File: src/rtl/dsp_coprocessor.sv
// Iterative shift-add multiply / multiply-accumulate coprocessor that answers the
// CPU pipeline's start_dsp/op_dsp offload port with a busy/done handshake.
module dsp_coprocessor #(
  parameter int WIDTH = 32
) (
  input  logic             clk,
  input  logic             reset,
  input  logic             start_dsp,
  input  logic [1:0]       op_dsp,
  input  logic [WIDTH-1:0] op_a,
  input  logic [WIDTH-1:0] op_b,
  output logic             busy,
  output logic             done,
  output logic [WIDTH-1:0] result,
  output logic [WIDTH-1:0] acc_out
);

  localparam logic [1:0] S_IDLE  = 2'd0;
  localparam logic [1:0] S_MULT  = 2'd1;
  localparam logic [1:0] S_ACCUM = 2'd2;
  localparam logic [1:0] S_DONE  = 2'd3;

  localparam logic [1:0] OP_MUL   = 2'd0;
  localparam logic [1:0] OP_MAC   = 2'd1;
  localparam logic [1:0] OP_CLR   = 2'd2;
  localparam logic [1:0] OP_RDACC = 2'd3;

  localparam int            CW   = $clog2(WIDTH + 1);
  localparam logic [CW-1:0] LAST = CW'(WIDTH);

  logic [1:0]       state_q,  state_d;
  logic [1:0]       op_q,     op_d;
  logic [WIDTH-1:0] mcand_q,  mcand_d;
  logic [WIDTH-1:0] mplier_q, mplier_d;
  logic [WIDTH-1:0] prod_q,   prod_d;
  logic [WIDTH-1:0] acc_q,    acc_d;
  logic [WIDTH-1:0] result_q, result_d;
  logic [CW-1:0]    cnt_q,    cnt_d;

  always_comb begin
    // NOTE: every next-state signal defaults to its current value first, so no path leaves one unassigned (no latch).
    state_d  = state_q;
    op_d     = op_q;
    mcand_d  = mcand_q;
    mplier_d = mplier_q;
    prod_d   = prod_q;
    acc_d    = acc_q;
    result_d = result_q;
    cnt_d    = cnt_q;

    case (state_q)
      S_IDLE: begin
        // Operands are captured only under start_dsp, so an undriven opcode never gets in.
        if (start_dsp) begin
          op_d     = op_dsp;
          mcand_d  = op_a;
          mplier_d = op_b;
          prod_d   = '0;
          cnt_d    = '0;
          state_d  = S_MULT;
        end
      end
      S_MULT: begin
        if (op_q == OP_CLR) begin
          acc_d    = '0;
          result_d = '0;
          state_d  = S_DONE;
        end else if (op_q == OP_RDACC) begin
          result_d = acc_q;
          state_d  = S_DONE;
        end else if (cnt_q == LAST) begin
          if (op_q == OP_MAC) begin
            state_d = S_ACCUM;
          end else begin
            result_d = prod_q;
            state_d  = S_DONE;
          end
        end else begin
          // Always WIDTH iterations: latency must not depend on the operands.
          if (mcand_q[0]) prod_d = prod_q + mplier_q;
          mplier_d = mplier_q << 1;
          mcand_d  = mcand_q >> 1;
          cnt_d    = cnt_q + CW'(1);
        end
      end
      S_ACCUM: begin
        acc_d    = acc_q + prod_q;
        result_d = acc_q + prod_q;
        state_d  = S_DONE;
      end
      default: state_d = S_IDLE;
    endcase
  end

  always_ff @(posedge clk or negedge reset) begin
    if (!reset) begin
      state_q  <= S_IDLE;
      op_q     <= OP_MUL;
      mcand_q  <= '0;
      mplier_q <= '0;
      prod_q   <= '0;
      acc_q    <= '0;
      result_q <= '0;
      cnt_q    <= '0;
    end else begin
      // NOTE: non-blocking assignments so every flop samples the pre-edge values.
      state_q  <= state_d;
      op_q     <= op_d;
      mcand_q  <= mcand_d;
      mplier_q <= mplier_d;
      prod_q   <= prod_d;
      acc_q    <= acc_d;
      result_q <= result_d;
      cnt_q    <= cnt_d;
    end
  end

  assign busy    = (state_q == S_MULT) || (state_q == S_ACCUM);
  assign done    = (state_q == S_DONE);
  assign result  = result_q;
  assign acc_out = acc_q;

endmodule
File: config.mk
export PLATFORM = sky130hd
export DESIGN_NAME = dsp_coprocessor
export DESIGN_NICKNAME = d
export VERILOG_FILES = /design/src/rtl/dsp_coprocessor.sv
export SDC_FILE = /design/constraint.sdc
export NUM_CORES = 1
export LEC_CHECK = 0
export ABC_AREA = 0
export CAP_MARGIN = 20
export CORE_UTILIZATION = 31
export DETAILED_ROUTE_END_ITERATION = 10
export GPL_ROUTABILITY_DRIVEN = 0
export GPL_TIMING_DRIVEN = 0
export PLACE_DENSITY_LB_ADDON = 0.15
export REMOVE_ABC_BUFFERS = 1
export SYNTH_ARGS = -nofsm -noshare
export SYNTH_HDL_FRONTEND = slang
export SYNTH_SLANG_ARGS = --single-unit
export TNS_END_PERCENT = 30
File: constraint.sdc
create_clock -name clk -period 7.8 [get_ports clk]
set_input_delay 1.17 -clock clk [delete_from_list [all_inputs] [get_ports clk]]
set_output_delay 1.17 -clock clk [all_outputs]
set_load 0.05 [all_outputs]
==> impl_metrics.env <==
export IMPL_cts_path_max_buffers=2
export IMPL_cts_resized=0
export IMPL_dominantRegCellSynth="dfrtp_1"
export IMPL_met3_usage_pct=4.12
export IMPL_cp_end_kind="flop"
export IMPL_relSlewSlack_pct=39.8
export IMPL_postCtsSetupRepairBufs=0
export IMPL_setup_tns_ns=0
export IMPL_most_common_layout_cells="dfrtp_1, nand2_1, o21ai_0, clkdlybuf4s50_1, a21oi_1"
export IMPL_required_ns=8.12
export IMPL_worst_pin_slew_ns=0.902
export IMPL_cp_max_fo=44
export IMPL_areaGrowthSynthToFinish_pct=23.8
export IMPL_die_area_um2=35300
export IMPL_antenna_found_initial=4
export IMPL_cts_hold_buffers=0
export IMPL_io_pins=135
export IMPL_htree_levels=4
export IMPL_synth_distinct_cells=68
export IMPL_clock_skew_ns=0.0103
export IMPL_slew_viol_final=0
export IMPL_finalPower_mw=6.00
export IMPL_drtPass1Iterations=5
export IMPL_startpoint_type="flop"
export IMPL_path_class="flop to flop"
export IMPL_finalCritPeriodShare_pct=48.6
export IMPL_yosysWarnings=0
export IMPL_core_um2=33800
export IMPL_drive_gt1_share_pct=5.93
export IMPL_path_clk_slew_ns=0.07
export IMPL_synth_seq_cells=170
export IMPL_netlist_instances=1165
export IMPL_cp_cell_sequence="inv_1 -> ha_4 -> buf_16 -> inv_1 -> a31oi_1 -> a21oi_1 -> o21ai_4 -> buf_12 -> clkinv_1 -> mux2_2"
export IMPL_finalWorstSetupSlack_ns=4.01
export IMPL_fp_dieH_um=188
export IMPL_ir_worst_vdd_mv=0.299
export IMPL_io_buffers=134
export IMPL_worst_path_buf_inv=5
export IMPL_grt_max_degree=101
export IMPL_finalHoldViolations=0
export IMPL_dpl_cell_area_um2=12600
export IMPL_critPathMaxStageDelay_ns=0.58
export IMPL_p_leak_nw=5.86
export IMPL_place_ws_ns=3.96
export IMPL_use_met1_pct=22.5
export IMPL_wl_per_cell_um=16.3
export IMPL_cts_buffers=17
export IMPL_rows=67
export IMPL_crit_path_frequent_cell="inv_1"
export IMPL_clk_insertion_delay_late_ns=0.44
export IMPL_async_flop_share_pct=100
export IMPL_grt_most_used_layer="met2"
export IMPL_first_global_vias=8803
export IMPL_initial_utilization_pct=31.7
export IMPL_finish_utilization_pct=39.2
export IMPL_final_common_cell="dfrtp_1"
export IMPL_synth_edf_count=0
export IMPL_num_vias=8778
export IMPL_fmax_mhz=264
export IMPL_grt_met2_usage_pct=26.4
export IMPL_track_usage_pct=16.8
export IMPL_cts_root_buf="clkbuf_16"
export IMPL_drv_cap=0
export IMPL_die_width_um=188
export IMPL_grt_first_pass_wirelength_um=47300
export IMPL_crit_arrival_ns=4.11
export IMPL_cp_top_family="buffers and inverters"
export IMPL_avgSynthCellArea_um2=9.19
export IMPL_grt_ovfl_total=0
export IMPL_viasPerCell=5.07
export IMPL_hp_class="flop to flop"
export IMPL_final_setup_viol_count=0
export IMPL_nets=1408
export IMPL_period_needed_ns=3.79
export IMPL_drtIter0Drc=410
export IMPL_grt_setup_unrepaired="false"
export IMPL_cts_tree="built"
export IMPL_status="completed"
export IMPL_ys_seq_area_share_pct=39.7
export IMPL_dp_hpwl_um=20900
export IMPL_p_per_area_nw_per_um2=453
export IMPL_drcViolationCount=0
export IMPL_postRouteAntennaNets=0
export IMPL_final_area_um2=13300
export IMPL_clock_sinks=170
export IMPL_synth_area_um2=10700
export IMPL_drt_total_wl_um=28200
export IMPL_crit_slowest_cell="o21ai_4"
-- flip-flops by register name (all words and copies together) (netlist names) --
| signal | cells |
|---|---|
| mplier_q | 32 |
| cnt_q | 6 |
| mcand_q | 32 |
| acc_out | 32 |
| result | 32 |
| op_q | 2 |
| prod_q | 32 |
| state_q | 2 |
-- per-stage QoR --
stage,hold WS (ns),std cells
2_1_floorplan,0.450,1106
3_3_place_gp,0.463,1688
3_5_place_dp,0.470,1696
4_1_cts,0.484,1728
5_1_grt,0.502,1729
6_report,0.476,1731
-- power breakdown --
| group | internal (mW) | switching [mW] |
|---|---|---|
| Combinational | 1.33 | 2.13 |
| Clock | 0.579 | 0.368 |
| Sequential | 1.25 | 0.339 |
| Total | 3.16 | 2.84 |
-- worst reg2reg max path, cell delays in order, from the launching register on --
cell      delay [ns]
dfrtp_1         0.42
inv_1           0.14
ha_4            0.49
buf_16          0.35
inv_1           0.19
a31oi_1         0.28
a21oi_1         0.11
o21ai_4         0.58
buf_12          0.27
clkinv_1        0.44
mux2_2          0.42
-- synth_stat cells, types with 4 or more instances --
cell type  count  share of area, %
a21oi_2        4              0.33
nor2b_1        8              0.47
dfrtp_1      170                40
o21bai_1       8              0.56
nand2b_1      12              0.70
nand3_1       18              0.84
nand4_1       13              0.76
a221o_1       14               1.3
xnor2_1       28               2.3
a41oi_1        4              0.33
o21ai_1       14              0.65
ha_1          69               8.1
a22o_1        24               2.0
and2_1         4              0.23
o21ai_0      158               7.4
mux2i_1       63               5.9
mux2_2        12               1.3
a21oi_1       70               3.3
a221oi_1       8              0.65
xor2_1        29               2.4
o211ai_1       4              0.28
a21o_1        29               2.0
a211oi_1       5              0.35
nor3_1        11              0.51
inv_1         24              0.84
clkbuf_1      48               1.7
nor2_1        51               1.8
o31ai_1       12              0.84
o21a_1         4              0.28
a22oi_1       14              0.98
nand2_1      169               5.9
-- cell families (layout without fill, tap and decap cells) --
family,after synthesis,count (layout),share of synthesized area [%]
AOI/OAI and AO/OA,406,406,24.3
and+or+nand+nor,300,300,12.2
DFF,170,170,39.7
buffers and inverters,86,202,3.50
muxes,75,75,7.15
adders and majority gates,71,71,8.44
xor gates and xnor gates,57,57,4.66
other,0,2,0
-- final timing paths --
kind | from | endpoint | slack [ns] | cells past startpoint
max | state_q[1] | result[18] | 4.01 | 10
min | result[16] | result[16] | 0.48 | 2
max in group asynchronous | reset | acc_out[28] | 6.21 | 2
min reg2reg | result[16] | result[16] | 0.48 | 2
min in group asynchronous | reset | mcand_q[2] | 0.76 | 1
max reg2reg | state_q[1] | result[18] | 4.01 | 10
-- layout make-up --
class                      instances  area, um2
sequential                       170       4250
clock buffer                      22        454
multi-input combinational        909       6120
antenna                            2       5.00
tap                              448        561
inverter                          27        101
fill                            3386      20500
clock inverter                    10        190
timing repair buffer             143       1570
-- per-layer routing --
metal	share of wire [%]	routed length, um	vias up
met5	0.053	15	-
met4	1.7	489	2
met3	5.2	1460	29
met2	45	12600	155
met1	48	13700	4113
li1	-	-	4479
No activity file was read; power rests on OpenSTA's default activity.
